File: config.mk
export PLATFORM = sky130hd
export DESIGN_NAME = iter_shift_unit_flat
export DESIGN_NICKNAME = d
export VERILOG_FILES = /design/src/rtl/iter_shift_unit_if.sv /design/src/rtl/iter_shift_unit.sv /design/src/flat_wrapper.sv
export SDC_FILE = /design/constraint.sdc
export NUM_CORES = 1
export LEC_CHECK = 0
export BUFFER_PORTS_ARGS = -buffer_cell sky130_fd_sc_hd__buf_2
export CORE_ASPECT_RATIO = 0.9
export CORE_MARGIN = 2
export CORE_UTILIZATION = 40
export CTS_BUF_LIST = sky130_fd_sc_hd__clkbuf_8
export DETAILED_ROUTE_END_ITERATION = 7
export PLACE_DENSITY = 0.67
export SLEW_MARGIN = 20
export SYNTH_ARGS = -nofsm -noshare
export SYNTH_HDL_FRONTEND = slang
export SYNTH_SLANG_ARGS = --single-unit
File: constraint.sdc
create_clock -name clock -period 2.86 [get_ports clock]
set_input_delay 0.286 -clock clock [delete_from_list [all_inputs] [get_ports clock]]
set_output_delay 0.286 -clock clock [all_outputs]
set_load 0.1 [all_outputs]
File: src/rtl/iter_shift_unit_if.sv
// Operand/result bundle between the issuing ALU front end and the iterative shift unit.
// The master drives the request; the slave returns the result, ready pulse and busy.
interface iter_shift_unit_if #(
    parameter int WIDTH   = 32,
    parameter int SHAMT_W = 5
);
    logic [WIDTH-1:0]   data_operandA;
    logic [SHAMT_W-1:0] ctrl_shiftamt;
    logic [1:0]         ctrl_shiftop;
    logic               ctrl_start;
    logic [WIDTH-1:0]   data_result;
    logic               data_resultRDY;
    logic               busy;

    modport master (
        output data_operandA, ctrl_shiftamt, ctrl_shiftop, ctrl_start,
        input  data_result, data_resultRDY, busy
    );

    modport slave (
        input  data_operandA, ctrl_shiftamt, ctrl_shiftop, ctrl_start,
        output data_result, data_resultRDY, busy
    );
endinterface

File: src/rtl/iter_shift_unit.sv
// Iterative SLL/SRL/SRA unit: one single-bit shift per clock, result handed to
// writeback with a one-cycle ready pulse taken straight from the DONE state.
//
// state | meaning
// IDLE  | waiting for a start request
// SHIFT | applying one shift per clock, counter counts down to the last step
// DONE  | result valid, ready pulse high; a new start may be accepted here
module iter_shift_unit #(
    parameter int WIDTH   = 32,
    parameter int SHAMT_W = 5
) (
    input  logic             clock,
    input  logic             reset,
    iter_shift_unit_if.slave bus
);

    typedef enum logic [1:0] {
        IDLE  = 2'd0,
        SHIFT = 2'd1,
        DONE  = 2'd2
    } state_t;

    localparam logic [1:0] OP_SLL = 2'b00;
    localparam logic [1:0] OP_SRL = 2'b10;

    state_t             state_q;
    state_t             state_d;
    logic [WIDTH-1:0]   acc_q;
    logic [SHAMT_W-1:0] cnt_q;
    logic [1:0]         op_q;
    logic [WIDTH-1:0]   result_q;
    logic [WIDTH-1:0]   acc_shifted;
    logic               accept;
    logic               last_step;

    // Reserved op code 11 falls into the arithmetic-right default.
    always_comb begin
        acc_shifted = {acc_q[WIDTH-1], acc_q[WIDTH-1:1]};
        case (op_q)
            OP_SLL:  acc_shifted = {acc_q[WIDTH-2:0], 1'b0};
            OP_SRL:  acc_shifted = {1'b0, acc_q[WIDTH-1:1]};
            default: acc_shifted = {acc_q[WIDTH-1], acc_q[WIDTH-1:1]};
        endcase
    end

    assign last_step = (state_q == SHIFT) && (cnt_q == SHAMT_W'(1));

    always_ff @(posedge clock or negedge reset) begin
        if (!reset) begin
            state_q <= IDLE;
        end else begin
            state_q <= state_d;
        end
    end

    always_comb begin
        state_d = state_q;
        accept  = 1'b0;
        case (state_q)
            IDLE: begin
                if (bus.ctrl_start) begin
                    accept = 1'b1;
                end
            end
            SHIFT: begin
                if (last_step) begin
                    state_d = DONE;
                end
            end
            DONE: begin
                state_d = IDLE;
                if (bus.ctrl_start) begin
                    accept = 1'b1;
                end
            end
            default: state_d = IDLE;
        endcase
        // A zero shift distance skips SHIFT so the counter can never wrap.
        if (accept) begin
            state_d = (bus.ctrl_shiftamt == '0) ? DONE : SHIFT;
        end
    end

    always_ff @(posedge clock or negedge reset) begin
        if (!reset) begin
            acc_q    <= '0;
            cnt_q    <= '0;
            op_q     <= '0;
            result_q <= '0;
        end else if (accept) begin
            acc_q <= bus.data_operandA;
            cnt_q <= bus.ctrl_shiftamt;
            op_q  <= bus.ctrl_shiftop;
            if (bus.ctrl_shiftamt == '0) begin
                result_q <= bus.data_operandA;
            end
        end else if (state_q == SHIFT) begin
            acc_q <= acc_shifted;
            cnt_q <= cnt_q - SHAMT_W'(1);
            if (last_step) begin
                result_q <= acc_shifted;
            end
        end
    end

    assign bus.data_result    = result_q;
    assign bus.data_resultRDY = (state_q == DONE);
    assign bus.busy           = (state_q != IDLE);

endmodule

File: src/flat_wrapper.sv
// flat-port wrapper written by rule: the top's interface ports become plain ports
module iter_shift_unit_flat 
#(
    parameter int WIDTH   = 32,
    parameter int SHAMT_W = 5
)
  (clock, reset, bus_data_operandA, bus_ctrl_shiftamt, bus_ctrl_shiftop, bus_ctrl_start, bus_data_result, bus_data_resultRDY, bus_busy);
  iter_shift_unit_if #(.WIDTH(WIDTH), .SHAMT_W(SHAMT_W)) bus_i ();
  input  logic clock;
  input  logic reset;
  input wire logic [$bits(bus_i.data_operandA)-1:0] bus_data_operandA;
  input wire logic [$bits(bus_i.ctrl_shiftamt)-1:0] bus_ctrl_shiftamt;
  input wire logic [$bits(bus_i.ctrl_shiftop)-1:0] bus_ctrl_shiftop;
  input wire logic [$bits(bus_i.ctrl_start)-1:0] bus_ctrl_start;
  output wire logic [$bits(bus_i.data_result)-1:0] bus_data_result;
  output wire logic [$bits(bus_i.data_resultRDY)-1:0] bus_data_resultRDY;
  output wire logic [$bits(bus_i.busy)-1:0] bus_busy;
  assign bus_i.data_operandA = bus_data_operandA;
  assign bus_i.ctrl_shiftamt = bus_ctrl_shiftamt;
  assign bus_i.ctrl_shiftop = bus_ctrl_shiftop;
  assign bus_i.ctrl_start = bus_ctrl_start;
  assign bus_data_result = bus_i.data_result;
  assign bus_data_resultRDY = bus_i.data_resultRDY;
  assign bus_busy = bus_i.busy;
  iter_shift_unit #(.WIDTH(WIDTH), .SHAMT_W(SHAMT_W)) u_core (.clock(clock), .reset(reset), .bus(bus_i));
endmodule
==> results of run 1 <==
[worst max path at each step]
stage | startpoint | to | slack, ns | depth (start not counted)
floorplan | u_core.state_q[0] | bus_data_resultRDY | 0.83 | 1
global placement | u_core.state_q[0] | u_core.acc_q[26] | 0.72 | 5
detailed placement | u_core.state_q[0] | u_core.acc_q[23] | 0.58 | 5
CTS | u_core.state_q[0] | u_core.acc_q[23] | 0.56 | 5
global route | u_core.state_q[0] | u_core.acc_q[15] | 0.27 | 5
finish | u_core.state_q[0] | u_core.acc_q[23] | 0.56 | 5
[per-layer routing]
metal | GRT usage (%) | part of all wire, % | vias to the layer above
met5 | 0 | 0 | -
li1 | - | - | 1500
met4 | 5.37 | 0.73 | 0
met1 | 29.4 | 48 | 1473
met3 | 4.48 | 5.0 | 4
met2 | 30.0 | 46 | 97
[layout make-up]
| cell class | instances | area [µm²] | share of cell area [%] |
|---|---|---|---|
| well taps | 119 | 149 | 3.43 |
| multi-input cells | 264 | 1600 | 36.9 |
| flip-flops and latches | 73 | 1830 | 42.1 |
| clock buffers | 10 | 138 | 3.17 |
| repair buffers | 90 | 503 | 11.6 |
| inverters | 4 | 15.0 | 0.346 |
| clock inverters | 5 | 104 | 2.40 |
[state kept, by name, indices dropped and copies added (netlist names)]
signal	cells
u_core.bus.data_result	32
u_core.acc_q	32
u_core.cnt_q	5
u_core.op_q	2
u_core.state_q	2
[cells in the final DEF, fill, tap and decap left out, drive strengths merged, types with 2 or more instances in the layout]
cell	n
nor3	2
ha	2
buf	89
a221o	3
inv	4
nand2b	3
clkbuf	10
a21oi	32
o21ai	64
nor2	7
o2bb2ai	29
a211oi	30
nor2b	32
a22oi	2
nand2	42
dfrtp	73
bufinv	3
clkinv	2
a21o	3
a22o	2
[cells by family after synthesis]
logic type | count (synthesis) | share of synthesized area [%]
mux | 1 | 0.282
fa+ha+maj | 2 | 0.704
compound gates | 169 | 30.3
simple gates | 92 | 13.3
flops | 73 | 51.4
buf+inv | 36 | 4.05
[metrics by stage]
step	cells	cell area [µm²]	utilization, %	setup WS (ns)
6_report	565	4340	50.4	0.557
5_1_grt	565	4340	50.4	0.266
4_1_cts	565	4340	50.4	0.561
3_5_place_dp	549	4080	47.4	0.579
3_3_place_gp	549	4080	47.4	0.716
2_1_floorplan	373	3550	-	0.831
[worst max-delay path, stage by stage (launching register included)]
cell and delay (ns):
dfrtp_1 0.46, nand2b_1 0.58, nand2_1 0.57, buf_4 0.36, o21ai_0 0.09, o21ai_0 0.11
[repair_timing]
action                    CTS  global route
setup buffers               0             0
hold buffers                1             0
hold endpoints to repair   22             0
==> results.py, run 1 <==
metrics = {
    "grt": {
        "grt_pass1_vias": 3112,
        "grt_max_degree": 35,
        "grt_pass1_wl_mm": 15.2,
        "grt_overflow": 0,
        "antenna_found_initial": 0,
        "grt_util_all_layers_pct": 20.1,
    },
    "sta": {
        "rsz0062_at_grt": "false",
        "fmax_mhz": 434,
        "final.setup.tns_ns": 0,
        "setup_viol": 0,
        "worst_hold_slack_ns": 0.150,
        "min_period_ns": 2.30,
        "max_slew_margin_pct": 54.7,
        "skew_ns": 0.0107,
        "drv_slew": 0,
        "fin_crit_sh_pct": 80.5,
        "worst_pin_slew_ns": 0.680,
        "hold_viol": 0,
    },
    "synthesis": {
        "synthDistinctLibCells": 32,
        "synth_seq_cells": 73,
        "syn_area_um2": 3550,
        "async_flop_share_pct": 100,
        "synth_area_per_cell_um2": 9.53,
        "seq_area_frac_synth_pct": 51.4,
        "syn-num-nets": 417,
        "yosys-top-cells-count": "73 x dfrtp_1, 64 x o21ai_0, 42 x nand2_1, 32 x a21oi_1, 32 x nor2b_1",
        "yosysMostFrequentCell": "dfrtp_1",
        "synth_top_cell_area_share_pct": 51.4,
        "yosysWarnings": 0,
        "netlist_top_cells_area": "dfrtp_1 51%, o21ai_0 9.0%, o2bb2ai_1 7.1%, a211oi_1 6.3%, nor2b_1 5.6%",
        "synth_enable_flop_cells": 0,
        "synth_flop_cell": "dfrtp_1",
        "netlist_instances": 373,
        "yosysTopAreaCell": "dfrtp_1",
    },
    "clock_network": {
        "clockBufferDepth": 2,
        "cts_root_buf": "clkbuf_8",
        "clock_sinks": 73,
        "tritoncts": "built",
        "cts_buffers": 9,
        "insertion_delay_ns": 0.34,
        "htreeDepth": 3,
        "post_cts_resized": 0,
        "path_clk_slew_ns": 0.08,
    },
    "place": {
        "gp_congestion": 0.798,
        "hpwl_mm": 6.12,
        "portBuffers": 75,
    },
    "detailed_routing": {
        "num_vias": 3074,
        "drc": 0,
        "drt_iter0_markers": 199,
        "wirelength_mm": 8.87,
        "firstDrtPassIters": 4,
        "viasPerCell": 5.44,
        "ant_nets": 0,
        "wl_per_cell_um": 15.7,
    },
    "worst_setup_path": {
        "worst_setup_path_start_kind": "flop",
        "path_max_fanout": 20,
        "worstSetupEndpointType": "flop",
        "rr_worst_depth": 5,
        "required_ns": 3.07,
        "worstSetupPathType": "flop to flop",
        "reg2reg_from": "u_core.state_q[0]",
        "rrSetupSlack_ns": 0.56,
        "r2r-end": "u_core.acc_q[23]",
        "arrival_ns": 2.51,
    },
    "final_layout": {
        "synthToLayoutAreaGrowth_pct": 22.0,
        "antenna_cells": 0,
        "fillerInstances": 822,
        "drive_above_1_share_pct": 24.9,
        "num-nets-final": 486,
    },
    "floorplan": {
        "core_region_area_um2": 8610,
        "die_y_um": 93.4,
        "start_util_pct": 41.3,
        "io_pins": 76,
        "rows": 32,
        "die_w_um": 103,
        "die_area_um2": 9650,
    },
    "job": {
        "max_cap_viol_count": 0,
    },
    "min_path": {
        "hold_end": "u_core.op_q[0]",
        "min_path_cells": 3,
        "min_path_type": "primary input to flop",
        "worst_hold_startpoint": "bus_ctrl_shiftop[0]",
    },
    "status": {
        "status": "complete, no violations",
    },
}
Power of run 1 is left out: the tool's default activity adds up to more than one toggle a clock period on the data nets, which glitch-free logic cannot reach.
==> inputs of run 2 (changes only) <==
ABC_AREA = 1   (was unset)
PLACE_DENSITY = 0.68   (was 0.67)
clock period = 2 ns   (was 2.86 ns; I/O delays follow)
==> run 2 against run 1 <==
  * Sequential share of layout area shrank 1.2 points
  * Non-clock buffer count down 3
  * Core utilization shrank 1.7 points
  * Final area rose by 2.9%
  * Via count is 17% higher
  * Synthesized cell count up 45%
  * Worst setup slack lost 0.15 ns
  * First-iteration DRC count up 31%
  * Critical path type unchanged
  * Die area increased by 6.4%
==> results.py, run 2 <==
metrics = {
    "synthesis": {
        "netlist_top_cells_area": "dfrtp_1 48%, nand2_1 30%, nand3_1 9.8%, inv_1 4.1%, clkbuf_1 1.6%",
        "synth_flop_cell": "dfrtp_1",
        "netlist_instances": 542,
        "yosysTopAreaCell": "dfrtp_1",
        "syn_area_um2": 3790,
        "synth_top_cell_area_share_pct": 48.2,
        "syn-num-nets": 586,
        "synth_area_per_cell_um2": 6.99,
        "yosysWarnings": 0,
        "seq_area_frac_synth_pct": 48.2,
        "yosysMostFrequentCell": "nand2_1",
        "async_flop_share_pct": 100,
        "yosys-top-cells-count": "301 x nand2_1, 74 x nand3_1, 73 x dfrtp_1, 41 x inv_1, 16 x clkbuf_1",
        "synth_seq_cells": 73,
        "synth_enable_flop_cells": 0,
        "synthDistinctLibCells": 20,
    },
    "job": {
        "max_cap_viol_count": 0,
    },
    "sta": {
        "rsz0062_at_grt": "false",
        "max_slew_margin_pct": 60.5,
        "layout_setup_ws_ns": 0.409,
        "skew_ns": 0.00624,
        "final.setup.tns_ns": 0,
        "fin_crit_sh_pct": 79.6,
        "fmax_mhz": 628,
        "worst_pin_slew_ns": 0.591,
        "min_period_ns": 1.59,
        "hold_viol": 0,
        "setup_viol": 0,
        "drv_slew": 0,
    },
    "detailed_routing": {
        "drt_iter0_markers": 261,
        "num_vias": 3585,
        "ant_nets": 0,
        "drc": 0,
        "viasPerCell": 4.86,
        "wl_per_cell_um": 13.1,
        "firstDrtPassIters": 5,
        "wirelength_mm": 9.70,
    },
    "worst_setup_path": {
        "worst_setup_path_start_kind": "flop",
        "required_ns": 2.28,
        "worstSetupEndpointType": "flop",
        "worstSetupPathType": "flop to flop",
        "path_max_fanout": 33,
        "arrival_ns": 1.87,
    },
    "floorplan": {
        "die_area_um2": 10300,
        "io_pins": 76,
        "die_w_um": 107,
        "rows": 33,
        "start_util_pct": 41.3,
        "die_y_um": 96.3,
        "core_region_area_um2": 9170,
    },
    "grt": {
        "grt_util_all_layers_pct": 20.2,
        "grt_max_degree": 74,
        "grt_pass1_wl_mm": 16.3,
        "grt_overflow": 0,
        "antenna_found_initial": 0,
        "grt_pass1_vias": 3455,
    },
    "final_layout": {
        "num-nets-final": 656,
        "final_cell_mix": "301 x nand2_1, 75 x buf_2, 74 x nand3_1, 73 x dfrtp_1, 42 x inv_1",
        "antenna_cells": 0,
        "drive_above_1_share_pct": 18.0,
        "layout_commonest_cell": "nand2_1",
        "fillerInstances": 929,
        "synthToLayoutAreaGrowth_pct": 17.7,
    },
    "place": {
        "portBuffers": 75,
        "place_ws_ns": 0.403,
        "gp_congestion": 0.817,
        "hpwl_mm": 6.51,
    },
    "clock_network": {
        "cts_root_buf": "clkbuf_8",
        "tritoncts": "built",
        "insertion_delay_ns": 0.34,
        "htreeDepth": 3,
        "clock_sinks": 73,
        "clockBufferDepth": 2,
        "path_clk_slew_ns": 0.07,
        "cts_buffers": 9,
    },
    "min_path": {
        "min_path_type": "primary input to flop",
    },
    "status": {
        "status": "complete, no violations",
    },
}
[run 2: cell count changes in the layout (fill, tap and decap cells not counted), moves of 4 or more]
cell,change
o21ai_0,-62
inv_1,+38
nand3_1,+74
nor2b_1,-31
a211oi_1,-30
a21oi_1,-32
o2bb2ai_1,-29
nand2_1,+259
buf_4,-4
[run 2: layer usage]
metal | up-vias | wire [µm] | global-route usage (%)
met2 | 110 | 4610 | 34.1
met3 | 13 | 568 | 4.40
met4 | 0 | 157 | 6.60
met1 | 1656 | 4370 | 25.9
li1 | 1806 | - | -
met5 | - | 0 | 0
[run 2: critical path, stage by stage, from the launching register on]
cell,delay (ns)
dfrtp_1,0.41
inv_2,0.08
nand2_2,0.22
nand2_2,0.12
inv_2,0.45
nand2_1,0.12
nand2_1,0.10
[run 2: final cells by class]
| cell class | instances | area [µm²] | share of cell area [%] |
|---|---|---|---|
| Sequential cell | 73 | 1830 | 41.0 |
| Multi-Input combinational cell | 397 | 1660 | 37.3 |
| Timing Repair Buffer | 87 | 493 | 11.1 |
| Inverter | 44 | 165 | 3.70 |
| Tap cell | 122 | 153 | 3.42 |
| Clock buffer | 10 | 138 | 3.09 |
| Clock inverter | 5 | 23.8 | 0.533 |
[run 2: worst paths after layout]
path | start | slack, ns | endpoint | cells past startpoint
max | u_core.state_q[0] | 0.41 | u_core.acc_q[8] | 6
min | bus_ctrl_shiftop[0] | 0.08 | u_core.op_q[0] | 3
max reg2reg | u_core.state_q[0] | 0.41 | u_core.acc_q[8] | 6
min reg2reg | u_core.acc_q[16] | 0.48 | u_core.acc_q[16] | 2
max in group asynchronous | reset | 1.26 | u_core.bus.data_result[19] | 3
min in group asynchronous | reset | 0.41 | u_core.bus.data_result[1] | 3
[run 2: through the flow]
step / hold slack, ns / instance area, µm² / std cells / utilization [%]
after global routing: 0.0953 / 4460 / 738 / 48.7
after detailed placement: 0.260 / 4290 / 722 / 46.8
after floorplan: -0.0956 / 3790 / 542 / -
final: 0.0756 / 4460 / 738 / 48.7
after global placement: 0.267 / 4290 / 722 / 46.8
after CTS: 0.0649 / 4460 / 738 / 48.7
[run 2: cells by family (layout without fill, tap and decap cells)]
family | after synthesis | after routing | share of synthesized area (%)
and+or+nand+nor | 388 | 388 | 41.9
DFF | 73 | 73 | 48.2
buffers and inverters | 72 | 146 | 8.02
AOI/OAI and AO/OA | 6 | 6 | 1.02
adders and majority gates | 2 | 2 | 0.660
xor gates and xnor gates | 1 | 1 | 0.231
[run 2: repair_timing]
action / 4_1_cts / 5_1_grt
setup endpoints to repair: 0 / 0
gates resized for setup: 0 / 0
buffers inserted: 0 / 0
endpoints found under the hold margin: 73 / 0
hold buffers: 1 / 0
Power of run 2 is left out for the same reason.
